`src/rtl/cordic_pkg.sv`:
```
// Shared CORDIC constants and sample type for the rotator, gain compensation
// and the NCO front end.
package cordic_pkg;

  localparam int CORDIC_WIDTH = 16;

  // CORDIC gain inverse K = 0.607253 in Q1.15
  localparam logic signed [15:0] CORDIC_K_Q15 = 16'sd19898;
  localparam int                 CORDIC_FRAC  = 15;
  localparam int                 CORDIC_RND   = 1 << 14;

  typedef logic signed [CORDIC_WIDTH-1:0] cordic_sample_t;

endpackage

```
`src/rtl/cordic_out_fifo.sv`:
```
// Synchronous FIFO with a registered head entry (not fall-through).
// level counts entries held in memory plus the head register.
module cordic_out_fifo #(
  parameter int unsigned DW    = 32,
  parameter int unsigned DEPTH = 8,
  localparam int unsigned AW   = $clog2(DEPTH),
  localparam int unsigned LW   = $clog2(DEPTH) + 1
) (
  input  logic          clk,
  input  logic          rst,
  input  logic          push,
  input  logic [DW-1:0] wdata,
  input  logic          pop,
  output logic [DW-1:0] rdata,
  output logic          full,
  output logic          empty,
  output logic [LW-1:0] level
);

  logic [DW-1:0] mem [DEPTH];
  logic [AW-1:0] wptr_q, rptr_q;
  logic [LW-1:0] cnt_q, cnt_d;
  logic [DW-1:0] head_q;
  logic          head_vld_q;
  logic          pop_en, wr_en, load;

  assign level  = cnt_q + LW'(head_vld_q);
  assign full   = (level == LW'(DEPTH));
  assign empty  = ~head_vld_q;
  assign rdata  = head_q;
  assign pop_en = head_vld_q & pop;
  // A full FIFO still accepts a write when the head leaves in the same cycle
  assign wr_en  = push & (~full | pop_en);
  // Refill the head register whenever it is empty or being consumed
  assign load   = (cnt_q != '0) & (~head_vld_q | pop_en);

  // Memory occupancy next state
  always_comb begin
    cnt_d = cnt_q + LW'(wr_en) - LW'(load);
  end

  // Pointers, occupancy and head register
  always_ff @(posedge clk or posedge rst) begin
    if (rst) begin
      wptr_q     <= '0;
      rptr_q     <= '0;
      cnt_q      <= '0;
      head_q     <= '0;
      head_vld_q <= 1'b0;
    end else begin
      if (wr_en) wptr_q <= wptr_q + AW'(1);
      if (load)  rptr_q <= rptr_q + AW'(1);
      cnt_q <= cnt_d;
      if (load) begin
        head_q     <= mem[rptr_q];
        head_vld_q <= 1'b1;
      end else if (pop_en) begin
        head_vld_q <= 1'b0;
      end
    end
  end

  // Storage array, no reset needed
  always_ff @(posedge clk) begin
    if (wr_en) mem[wptr_q] <= wdata;
  end

endmodule

```
`src/rtl/cordic_gain_comp.sv`:
```
// CORDIC gain compensation: regenerates sample validity behind the rotator,
// scales x/y by K in Q1.15 and buffers results in a ready/valid FIFO.
// Build option: define CORDIC_GAIN_ROUND_EN for round-half-up, otherwise the
// scaled result is truncated (floor). Latency is identical in both builds.
module cordic_gain_comp
  import cordic_pkg::*;
#(
  parameter int unsigned WIDTH  = 16,
  parameter int unsigned STAGES = 16,
  parameter int unsigned DEPTH  = 8
) (
  input  logic                     clk,
  input  logic                     rst,
  input  logic                     samp_valid,
  input  logic signed [WIDTH-1:0]  cx_in,
  input  logic signed [WIDTH-1:0]  cy_in,
  input  logic                     out_ready,
  input  logic                     ovf_clr,
  output logic                     out_valid,
  output logic signed [WIDTH-1:0]  x_out,
  output logic signed [WIDTH-1:0]  y_out,
  output logic [$clog2(DEPTH):0]   fifo_level,
  output logic                     overflow
);

  localparam int unsigned PW = 2 * WIDTH;
  localparam logic signed [PW-1:0] K_EXT = PW'(CORDIC_K_Q15);
`ifdef CORDIC_GAIN_ROUND_EN
  localparam logic signed [PW-1:0] RND_EXT = PW'(CORDIC_RND);
`endif

  logic [STAGES-1:0]       dly_q;
  logic signed [PW-1:0]    px_q, py_q;
  logic                    v1_q;
  logic signed [PW-1:0]    px_adj, py_adj;
  logic signed [WIDTH-1:0] rx_d, ry_d, rx_q, ry_q;
  logic                    v2_q;
  logic                    ovf_q, ovf_d;
  logic                    full, empty, drop;
  logic [PW-1:0]           head;

  // Valid delay line matched to rotator latency
  always_ff @(posedge clk or posedge rst) begin
    if (rst) dly_q <= '0;
    else     dly_q <= {dly_q[STAGES-2:0], samp_valid};
  end

  // Multiply stage: products only captured for valid rotator outputs
  always_ff @(posedge clk or posedge rst) begin
    if (rst) begin
      px_q <= '0;
      py_q <= '0;
      v1_q <= 1'b0;
    end else begin
      v1_q <= dly_q[STAGES-1];
      if (dly_q[STAGES-1]) begin
        px_q <= PW'(cx_in) * K_EXT;
        py_q <= PW'(cy_in) * K_EXT;
      end
    end
  end

  // Round/truncate back to sample width; |K| < 1 so no saturation is needed
  always_comb begin
`ifdef CORDIC_GAIN_ROUND_EN
    px_adj = px_q + RND_EXT;
    py_adj = py_q + RND_EXT;
`else
    px_adj = px_q;
    py_adj = py_q;
`endif
    rx_d = WIDTH'(px_adj >>> CORDIC_FRAC);
    ry_d = WIDTH'(py_adj >>> CORDIC_FRAC);
  end

  // Round stage register
  always_ff @(posedge clk or posedge rst) begin
    if (rst) begin
      rx_q <= '0;
      ry_q <= '0;
      v2_q <= 1'b0;
    end else begin
      v2_q <= v1_q;
      if (v1_q) begin
        rx_q <= rx_d;
        ry_q <= ry_d;
      end
    end
  end

  cordic_out_fifo #(
    .DW    (PW),
    .DEPTH (DEPTH)
  ) u_fifo (
    .clk   (clk),
    .rst   (rst),
    .push  (v2_q),
    .wdata ({rx_q, ry_q}),
    .pop   (out_ready),
    .rdata (head),
    .full  (full),
    .empty (empty),
    .level (fifo_level)
  );

  assign out_valid = ~empty;
  assign x_out     = head[PW-1:WIDTH];
  assign y_out     = head[WIDTH-1:0];
  assign drop      = v2_q & full & ~(out_valid & out_ready);
  assign overflow  = ovf_q;

  // Sticky overflow next state: a drop beats a simultaneous clear
  always_comb begin
    ovf_d = ovf_q;
    if (drop)         ovf_d = 1'b1;
    else if (ovf_clr) ovf_d = 1'b0;
  end

  // Sticky overflow register
  always_ff @(posedge clk or posedge rst) begin
    if (rst) ovf_q <= 1'b0;
    else     ovf_q <= ovf_d;
  end

endmodule

```
`config.mk`:
```
export PLATFORM = sky130hd
export DESIGN_NAME = cordic_gain_comp
export DESIGN_NICKNAME = d
export VERILOG_FILES = /design/src/rtl/cordic_pkg.sv /design/src/rtl/cordic_out_fifo.sv /design/src/rtl/cordic_gain_comp.sv
export SDC_FILE = /design/constraint.sdc
export NUM_CORES = 1
export LEC_CHECK = 0
export BUFFER_PORTS_ARGS = -buffer_cell sky130_fd_sc_hd__buf_4
export CAP_MARGIN = 30
export CORE_MARGIN = 4
export CORE_UTILIZATION = 69
export CTS_CLUSTER_DIAMETER = 60
export DETAILED_ROUTE_END_ITERATION = 6
export GPL_TIMING_DRIVEN = 0
export PLACE_DENSITY = 0.87
export REMOVE_ABC_BUFFERS = 1
export SYNTH_ARGS = -nofsm -noshare
export SYNTH_HDL_FRONTEND = slang
export SYNTH_HIERARCHICAL = 1
export SYNTH_SLANG_ARGS = --single-unit
```
`constraint.sdc`:
```
create_clock -name clk -period 6.3 [get_ports clk]
set_input_delay 0.315 -clock clk [delete_from_list [all_inputs] [get_ports clk]]
set_output_delay 0.315 -clock clk [all_outputs]
set_load 0.01 [all_outputs]
```
# After elaboration in Yosys (flattened, before gate mapping)
# Memories as Yosys holds them, arrays and structs flattened. A register that Yosys moved wholly into a read port is not among the register bits.
# Index checks and enable logic that the tools add are counted.
dict set report op_classes {
  eq_ne 1
  multipliers 2
  addsub 5
  reduce_logical 3
  bitwise_logic 10
  n_mux 6
}
# op n
set op_table {}
lappend op_table {{16-bit by 15-bit multiplier with 30-bit output, second input constant} 2}
lappend op_table {{4-bit by 1-bit adder with 4-bit output} 2}
lappend op_table {{3-bit by 1-bit adder with 3-bit output, second input constant} 2}
lappend op_table {{1-bit two-way mux} 6}
lappend op_table {{1-bit bitwise AND} 5}
lappend op_table {{4-bit equality test, second input constant} 1}
lappend op_table {{2-bit nonzero test} 2}
lappend op_table {{4-bit nonzero test} 1}
lappend op_table {{4-bit by 1-bit subtractor with 4-bit output} 1}
lappend op_table {{1-bit NOT} 3}
lappend op_table {{1-bit bitwise OR} 2}
dict set report totals {
  input_bits 37
  mem_bits_rw 256
  word_cells 40
  output_inout_bits 38
  mem_count 1
  regBits 122
}
# memory words word_bits rd rd_ports_with_merged_regs write_ports line_no
set mem_list {}
lappend mem_list {u_fifo.mem 8 32 1 1 1 cordic_out_fifo.sv:20} ;# logic [DW-1:0] mem [DEPTH];

# Logic depth before layout (Yosys ltp)
dict set report logic_depth {
  ltp_word 7
  depth_mapped 21
  mapped_depth_nobuf 20
}

# Modules after synthesis
# Netlist, hierarchy kept.
# module instances area_each_um2 cells_per_inst seq_area_each_um2
set modules_own_cells {}
lappend modules_own_cells {cordic_gain_comp 1 12683.4 1199 2077.0}
lappend modules_own_cells {cordic_out_fifo 1 11642.4 689 8763.4}

# Least setup slack after synthesis
# OpenSTA, ideal clock, no wires.
dict set report synth_timing {
  kind {input to register}
  from {input port cx_in[7]}
  to {register px_q[23], in the netlist px_adj[23]}
  arrival_ns 4.904
  slack_ns 1.272
  cell_stages 18
  n_path_buf 0
  required_time_ns 6.175
  cell_sequence {ha_1 xor2_1 ha_1 a21o_1 fa_1 fa_1 fa_1 inv_1 fa_1 inv_1 ha_1 and4_1 o211a_1 a221oi_2 nor4b_1 nand3b_1 xor2_1 mux2_2}
}
dict set report synth_via {
  elab_chain_cells 1
}
# element line_no
set synth_rtl {}
lappend synth_rtl {{start: declaration} cordic_gain_comp.sv:15} ;# input logic signed [WIDTH-1:0] cx_in,
lappend synth_rtl {{16-bit by 15-bit multiplier with 30-bit output} cordic_gain_comp.sv:57} ;# px_q <= PW'(cx_in) * K_EXT;
lappend synth_rtl {{end signal: assignment} cordic_gain_comp.sv:57}
lappend synth_rtl {{end: declaration} cordic_gain_comp.sv:33} ;# logic signed [PW-1:0] px_q, py_q;
# No other way between the ends.
# A chain may end at the register's enable or synchronous reset.

# Final worst setup path
dict set report layout_timing {
  from {input port cy_in[15]}
  to {register py_q[29], in the netlist py_adj[29]}
}
dict set report layout_via {
  elab_chain_cells 1
}
# element line_no
set layout_rtl {}
lappend layout_rtl {{start: declaration} cordic_gain_comp.sv:16} ;# input logic signed [WIDTH-1:0] cy_in,
lappend layout_rtl {{16-bit by 15-bit multiplier with 30-bit output} cordic_gain_comp.sv:58} ;# py_q <= PW'(cy_in) * K_EXT;
lappend layout_rtl {{end signal: assignment} cordic_gain_comp.sv:58}
lappend layout_rtl {{end: declaration} cordic_gain_comp.sv:33}
# No other way between the ends.

==> reports/metrics.cfg <==
[yosys]
synth_top_area_share_pct = 31.60
synthArstFlopShare_pct = 32.98
ys_top_cells_by_count = inv_1, edfxtp_1, ha_1
synthCells = 1888
avgSynthCellArea_um2 = 12.88
yosys-top-cells-area = edfxtp_1, fa_1, ha_1
yosysSeqAreaShare_pct = 44.56
ys_ff_latch = 382
synth_warnings = 6
synthesis.area_mm2 = 0.02433
yosysMostFrequentCell = inv_1
synth_ff_type = edfxtp_1
ys_types = 70
synth-edff-count = 256
synth_top_cell_by_area = edfxtp_1

[placed_design]
placed_area_mm2 = 0.02558
portBuffers = 74
routabilityCongestion = 0.9308
hpwl_um = 35760

[layout]
area_delta_synth_final_pct = 10.43
final_area_mm2 = 0.02686
layout-drive-gt1-share_pct = 11.49
nFillCells = 2004
final_util_pct = 77.57
nets = 2434
num_antenna_cells = 0

[min_path]
hold_class = input port to register
min_from = out_ready

[setup_path]
crit_type = input port to register
arrival_ns = 5.64
critPathLaunch = cy_in[15]
cpPeakStageDelay_ns = 0.50
crit_path_max_fanout = 19
path_cells = buf_4 -> ha_1 -> inv_1 -> fa_1 -> fa_1 -> fa_1 -> fa_1 -> inv_1 -> fa_1 -> inv_1 -> ha_1 -> a21oi_1 -> o21ai_0 -> nor2_1 -> a21boi_1 -> a41oi_2 -> xnor2_1 -> mux2_2
worst_path_most_repeated_cell = fa_1
worstPathRequired_ns = 6.70
worst_setup_path_start_kind = input port
cp_slowest_cell = fa_1
r2r-start = u_fifo/cnt_q[2]
cp-end-kind = register
r2r_setup_slack_ns = 2.63

[drt]
drtPass1Iterations = 5
drc = 0
ant_nets = 0
post_drt_wl_per_cell_um = 20.40
wirelength_um = 49940
viasPerCell = 5.960
dr.first_iter.drc_count = 1047
via_count = 14590

[sta]
finalMaxSlewViolations = 0
setup_viol = 0
fin_setup_tns_ns = 0
post-route-min-period_ns = 5.242
hold_viol_final = 0
rsz0062_at_grt = false
clock_skew_ns = 0.01109
fin_crit_sh_pct = 83.21
tightestPinTransition_ns = 0.9866
max_freq_ghz = 0.1908
relSlewSlack_pct = 33.87

[grt]
grt_overflow = 0
grt_antenna_before_repair = 0
grt_pass1_wl_um = 81340
grt_pass1_vias = 15650
grtUsageTotal_pct = 26.46
grt_max_degree = 56

[clocking]
clkTransAtPathRegs_ns = 0.07
cts_sinks = 382
cts_buffers = 35
cts_root_buffer = clkbuf_16
cts_buffer_depth = 3
cts_tree = done
cts_max_level = 2
clkLatencyLatePin_ns = 0.51

[die]
die-height_um = 195.8
die-area_mm2 = 0.03832
die_x_um = 195.8
rows = 68
initial_core_util_pct = 70.25
core_area_mm2 = 0.03463
io_pins = 75

[job]
maxCapViolations = 0

[outcome]
status = finished clean

-- per-layer routing --
metal  track usage (%)  vias up  wire length [µm]
met5                 0        -                 0
met1             35.98     7356             21330
li1                  -     6701                 -
met4             6.336        0               928
met2             46.49      458             25140
met3             2.919       74              2553
-- logic make-up after synthesis --
family / Yosys count / synth area share [%]
AOI/OAI and AO/OA: 234 / 6.718
muxes: 183 / 7.818
xor gates and xnor gates: 80 / 2.880
DFF: 382 / 44.56
and+or+nand+nor: 241 / 4.660
buffers and inverters: 338 / 5.781
adders and majority gates: 430 / 27.58
-- path summary, 6_finish.rpt --
check                      cells past startpoint           endpoint
setup / recovery                              18         py_adj[29]
hold reg to reg                                0          dly_q[15]
hold / removal                                 3  u_fifo/head_vld_q
setup reg to reg                              11    u_fifo/cnt_q[2]
max in group asynchronous                      4         px_adj[18]
min in group asynchronous                      3    u_fifo/rdata[2]
-- cell type report --
cell class | instances | area (µm²) | share of cell area, %
clock buffer | 42 | 954.7 | 3.554
tap | 455 | 569.3 | 2.119
multi-input combinational | 1168 | 12160 | 45.27
timing repair buffer | 97 | 970.9 | 3.615
clock inverter | 21 | 296.5 | 1.104
sequential | 382 | 10850 | 40.37
inverter | 283 | 1065 | 3.964
-- state kept, by name, indices dropped and copies added (netlist names) --
register           cells
u_fifo/mem           256
u_fifo/rdata          32
dly_q                 16
px_adj                16
py_adj                16
rx_q                  16
ry_q                  16
u_fifo/cnt_q           4
u_fifo/rptr_q          3
u_fifo/wptr_q          3
overflow               1
u_fifo/head_vld_q      1
v1_q                   1
v2_q                   1
-- critical path, delay by kind of cell --
family / cells / cell delay (ns)
fa+ha+maj: 7 / 3.14
compound gates: 4 / 1.16
buf+inv: 4 / 0.51
mux: 1 / 0.26
xor+xnor: 1 / 0.17
simple gates: 1 / 0.07
-- repair_timing --
item | 4_1_cts | 5_1_grt
setup buffers | 0 | 0
gates resized for setup | 0 | 0
hold buffers | 3 | 0
endpoints found under the hold margin | 58 | 0
-- cells in the final DEF, fill, tap and decap left out, types with 11 or more instances in the layout --
cell type,n
a21o_1,37
a21oi_1,45
a22oi_1,69
buf_4,74
clkbuf_16,37
dfrtp_1,124
edfxtp_1,256
fa_1,177
ha_1,253
inv_1,280
mux2_2,51
mux2i_1,130
nand2_1,109
nand3_1,41
nor2_1,24
o211ai_1,11
o21ai_0,25
xnor2_1,37
xor2_1,43
-- stage by stage --
stage | std cells | hold slack [ns] | worst slack [ns]
after global routing | 2448 | 0.1324 | 0.7778
after CTS | 2448 | 0.1213 | 1.130
after floorplan | 1833 | 0.3312 | 1.271
after detailed placement | 2382 | 0.3347 | 0.5863
final | 2448 | 0.1344 | 1.058
after global placement | 2362 | 0.3368 | 0.1450
Power is not shown: default switching activity piles up to over one toggle a cycle in this logic, so the estimate is an artifact.
